### src/rtl/register_file_responder.sv
// Register file responder: one write port, two registered read ports, register 0 reads as zero,
// zeroing sweep after reset. Define REGFILE_WRITE_BYPASS_EN to forward same-cycle writes to reads.
module register_file_responder #(
    parameter int WIDTH     = 32,
    parameter int ADDR_BITS = 5
) (
    input  logic                 clk,
    input  logic                 reset,
    input  logic                 WrEn,
    input  logic [ADDR_BITS-1:0] Aw,
    input  logic [WIDTH-1:0]     Dw,
    input  logic                 RdEn,
    input  logic [ADDR_BITS-1:0] Aa,
    input  logic [ADDR_BITS-1:0] Ab,
    output logic [WIDTH-1:0]     Da,
    output logic [WIDTH-1:0]     Db,
    output logic                 rdValid,
    output logic                 ready
);

    localparam int DEPTH = 2 ** ADDR_BITS;
    localparam logic [ADDR_BITS-1:0] LAST_ADDR = '1;

`ifdef REGFILE_WRITE_BYPASS_EN
    localparam bit BYPASS = 1'b1;
`else
    localparam bit BYPASS = 1'b0;
`endif

    typedef enum logic {
        ST_INIT = 1'b0,
        ST_RUN  = 1'b1
    } state_t;

    state_t                 r_state;
    state_t                 w_state_nxt;
    logic [ADDR_BITS-1:0]   r_sweep_cnt;
    logic [WIDTH-1:0]       r_mem [DEPTH];

    logic                   w_run;
    logic                   w_wr_en;
    logic [ADDR_BITS-1:0]   w_wr_addr;
    logic [WIDTH-1:0]       w_wr_data;
    logic                   w_user_wr;
    logic [WIDTH-1:0]       w_rd_a;
    logic [WIDTH-1:0]       w_rd_b;

    // State register
    always_ff @(posedge clk) begin
        if (reset) begin
            r_state <= ST_INIT;
        end else begin
            r_state <= w_state_nxt;
        end
    end

    // Next-state logic: INIT ends once the last address has been swept
    always_comb begin
        w_state_nxt = r_state;
        case (r_state)
            ST_INIT: if (r_sweep_cnt == LAST_ADDR) w_state_nxt = ST_RUN;
            ST_RUN:  w_state_nxt = ST_RUN;
            default: w_state_nxt = ST_INIT;
        endcase
    end

    // Output logic
    always_comb begin
        w_run = (r_state == ST_RUN);
        ready = w_run;
    end

    always_ff @(posedge clk) begin
        if (reset) begin
            r_sweep_cnt <= ADDR_BITS'(1);
        end else if (r_state == ST_INIT) begin
            r_sweep_cnt <= r_sweep_cnt + ADDR_BITS'(1);
        end
    end

    // Single storage write port shared by the sweep and user writes; address 0 never written
    always_comb begin
        w_user_wr = w_run && WrEn && (Aw != '0);
        w_wr_en   = w_user_wr || !w_run;
        w_wr_addr = w_run ? Aw : r_sweep_cnt;
        w_wr_data = w_run ? Dw : '0;
    end

    // NOTE: storage has no reset branch so it maps to RAM; the INIT sweep does the clearing.
    always_ff @(posedge clk) begin
        if (w_wr_en) begin
            r_mem[w_wr_addr] <= w_wr_data;
        end
    end

    // Read data selection: address 0 is constant zero, optional same-cycle forwarding
    always_comb begin
        if (Aa == '0) begin
            w_rd_a = '0;
        end else if (BYPASS && w_user_wr && (Aa == Aw)) begin
            w_rd_a = Dw;
        end else begin
            w_rd_a = r_mem[Aa];
        end

        if (Ab == '0) begin
            w_rd_b = '0;
        end else if (BYPASS && w_user_wr && (Ab == Aw)) begin
            w_rd_b = Dw;
        end else begin
            w_rd_b = r_mem[Ab];
        end
    end

    // NOTE: sequential state uses non-blocking assignments so all flops update together.
    always_ff @(posedge clk) begin
        if (reset) begin
            Da      <= '0;
            Db      <= '0;
            rdValid <= 1'b0;
        end else if (w_run && RdEn) begin
            Da      <= w_rd_a;
            Db      <= w_rd_b;
            rdValid <= 1'b1;
        end else begin
            rdValid <= 1'b0;
        end
    end

endmodule

### config.mk
export PLATFORM = sky130hd
export DESIGN_NAME = register_file_responder
export DESIGN_NICKNAME = d
export VERILOG_FILES = /design/src/rtl/register_file_responder.sv
export SDC_FILE = /design/constraint.sdc
export NUM_CORES = 1
export LEC_CHECK = 0
export BUFFER_PORTS_ARGS = -buffer_cell sky130_fd_sc_hd__buf_2
export CAP_MARGIN = 20
export CORE_MARGIN = 10
export CORE_UTILIZATION = 63
export CTS_CLUSTER_DIAMETER = 60
export DETAILED_ROUTE_END_ITERATION = 8
export PLACE_DENSITY = 0.85
export SLEW_MARGIN = 20
export SYNTH_ARGS = -nofsm -noshare
export SYNTH_HDL_FRONTEND = slang
export SYNTH_SLANG_ARGS = --single-unit
### constraint.sdc
create_clock -name clk -period 4.33 [get_ports clk]
set_input_delay 1.0825 -clock clk [delete_from_list [all_inputs] [get_ports clk]]
set_output_delay 1.0825 -clock clk [all_outputs]
set_load 0.03 [all_outputs]
==> impl_metrics.ini <==
[run_status]
outcome = finished clean

[floorplan]
core_area_um2 = 79300
core.rowCount = 103
die_area_um2 = 91900
die_w_um = 303
fp.dieH_um = 303
initial_core_util_pct = 63.7
ioPinCount = 117

[yosys]
yosysUniqueCellTypes = 48
ys_warn_count = 0
syn_nets = 3057
syn-instance-count = 3004
synthFlopType = edfxtp_1
synth_edf_count = 1024
syn_area_um2 = 50500
yosysSeqAreaShare_pct = 63.7
yosys_register_bits = 1095
synth_async_sr_flop_share_pct = 0
synth.largest_area_cell = edfxtp_1
syn_area_per_cell_um2 = 16.8
synthTopCellsByArea = edfxtp_1, mux4_2, mux2i_1
yosysTopAreaCellShare_pct = 60.9

[cts]
cts_tree = done
cts_buffer_depth = 3
post_cts_buffers = 0
clock_latency_ns = 0.69
cts_root_buffer = clkbuf_16
numClockSinks = 1095
cts_made_buffers = 110
ctsHoldBuffers = 0
ctsResizeCount = 0
htreeDepth = 3
clk_pin_slew_ns = 0.06

[drt]
post-route-drc-count = 0
drt_first_iter_violations = 6108
routed_wl_um = 158000
dr.pass1.iters = 7
wl_per_cell_um = 37.1
routed_via_density = 7.86
postRouteAntennaNets = 0
vias = 33600

[timing]
finalHoldViolations = 0
fmax_mhz = 302
finalCritPeriodShare_pct = 76.4
fin_crit_ns = 3.31
fin_skew_ns = 0.0245
setup-violations-final = 0
hold_ws_ns = 0.570
drv_slew = 0
fin_ws_ns = 1.02
tns_ns = 0
rsz0062_at_grt = false
slew-limit-headroom_pct = 16.3
worst_slew_pin_slew_ns = 1.26

[power]
p_clk_share_pct = 41.2
ir_drop_mv = 0.394
power_density_nw_per_um2 = 407
p_leak_uw = 0.0188
swShare_pct = 23.2
p_seq_share_pct = 50.9
comb_power_share_pct = 8.0
switchingPower_uw = 5320
p_int_uw = 17700

[final_layout]
post-route-util_pct = 71.3
layout.nets = 3177
areaGrowthSynthToFinish_pct = 11.9
drive_above_1_share_pct = 26.0
n_fill_cell = 4548

[grt]
grt-ovfl-total = 0
gr-usage-all-layers_pct = 34.0
grt_pass1_wl_um = 227000
grt_max_degree = 73
antenna_found_initial = 3
first_global_vias = 34200

[critical_path]
critPathKind = flip-flop to flip-flop
cp_data_required_time_ns = 4.86
cp_cell_sequence = buf_4, a21oi_4, buf_4, and2_1, a2111oi_0, o32ai_1
worst_path_max_delay_cell = dfxtp_2
cp.arrival_ns = 3.84
critPathMaxStageDelay_ns = 0.84
crit_top_cell = buf_4
path_max_fanout = 48
start_kind = flip-flop
cp-end-kind = flip-flop

[placed_design]
preCtsSetupSlack_ns = 0.774
portBuffers = 116
dp_hpwl_um = 94000
place_congestion = 0.920

[flow_run]
max_cap_viol_count = 0

[hold_path]
hold_path.class = flip-flop to flip-flop
==> synthesized netlist by cell type (16+ instances only) <==
library cell / count
nor2_1: 197
mux4_2: 307
o32ai_1: 51
edfxtp_1: 1024
buf_6: 26
buf_4: 30
dfxtp_1: 71
a21oi_1: 30
a2111oi_0: 49
nor2b_1: 19
a22o_1: 103
o21ai_0: 50
buf_2: 53
clkbuf_1: 108
o21ai_1: 16
o22ai_1: 127
nand2_1: 55
mux2_2: 50
mux2i_1: 361
nor4_1: 53
o22a_1: 27
and2_1: 84
buf_1: 23
==> power by group through the flow <==
stage | Sequential, µW | Combinational (µW) | Clock, µW
2_1_floorplan | 11900 | 1160 | 0
5_1_grt | 11700 | 1880 | 9850
4_1_cts | 11700 | 1780 | 9420
3_3_place_gp | 11900 | 1710 | 0
3_5_place_dp | 11900 | 1750 | 0
6_report | 11700 | 1830 | 9460
==> through the flow <==
step | area, µm² | total power [µW] | instances
floorplan | 50500 | 13000 | 3004
global placement | 52900 | 13600 | 4060
detailed placement | 52900 | 13700 | 4060
CTS | 56400 | 22900 | 4266
global route | 56500 | 23400 | 4268
finish | 56500 | 23000 | 4269
==> path summary, 6_finish.rpt <==
path	startpoint	endpoint	slack [ns]	depth (start not counted)
worst max-delay path	ready	Db[28]	1.02	6
worst min-delay path	r_sweep_cnt[4]	r_sweep_cnt[4]	0.57	2
worst max register to register	ready	Db[28]	1.02	6
worst min register to register	r_sweep_cnt[4]	r_sweep_cnt[4]	0.57	2
==> sequential cells by signal, summed over array words and instances, names as in the netlist <==
name / count
rdValid: 1
r_sweep_cnt: 5
r_mem: 1024
Db: 32
ready: 1
Da: 32
==> critical path, delay by kind of cell (launching register included) <==
kind / cells / cell delay (ns)
AOI/OAI and AO/OA: 3 / 1.03
buffers and inverters: 2 / 0.86
DFF: 1 / 0.84
and+or+nand+nor: 1 / 0.34
==> routing by layer <==
metal / part of all wire (%) / global-route usage, %
met1: 32 / 42.8
met2: 46 / 51.9
met3: 15 / 9.39
met4: 7.3 / 22.2
met5: 0.0082 / 0
==> area by class of cell <==
type                            count  area, µm²  area share (%)
Clock buffer                      143       3020            5.35
Timing Repair Buffer              248       2060            3.64
Clock inverter                     63        548           0.970
Multi-Input combinational cell   1668      17400            30.8
Inverter                            1       3.75         0.00664
Sequential cell                  1095      32200            56.9
Tap cell                         1050       1310            2.33
Antenna cell                        1       2.50         0.00443
==> cell families (layout without fill, tap and decap cells) <==
group	Yosys count	after routing	share of synthesized area, %
simple gates	444	444	4.30
other cells	0	1	0
fa+ha+maj	2	2	0.0495
xor+xnor	3	3	0.0520
flops	1095	1095	63.7
mux	721	721	22.0
compound gates	498	498	7.33
buf+inv	241	455	2.53
==> cells in the final DEF, fill, tap and decap left out, drive strengths merged, types with 6 or more instances in the layout <==
| cell | synthesis | routed |
|---|---|---|
| mux2 | 53 | 53 |
| o22ai | 127 | 127 |
| nand4 | 13 | 13 |
| a22o | 103 | 103 |
| nand2b | 7 | 7 |
| clkinvlp | 0 | 12 |
| nor2 | 197 | 197 |
| o22a | 27 | 27 |
| nand2 | 55 | 55 |
| a2111oi | 50 | 50 |
| nor2b | 19 | 19 |
| a211o | 13 | 13 |
| a21oi | 30 | 30 |
| mux2i | 361 | 361 |
| and2 | 84 | 84 |
| dfxtp | 71 | 71 |
| inv | 1 | 6 |
| a32o | 13 | 13 |
| a311oi | 13 | 13 |
| bufinv | 0 | 7 |
| buf | 132 | 247 |
| clkbuf | 108 | 144 |
| edfxtp | 1024 | 1024 |
| o21ai | 66 | 66 |
| o32ai | 51 | 51 |
| nor4 | 55 | 55 |
| mux4 | 307 | 307 |
| clkinv | 0 | 39 |
Note: power is estimated with default switching activity, not from simulation.
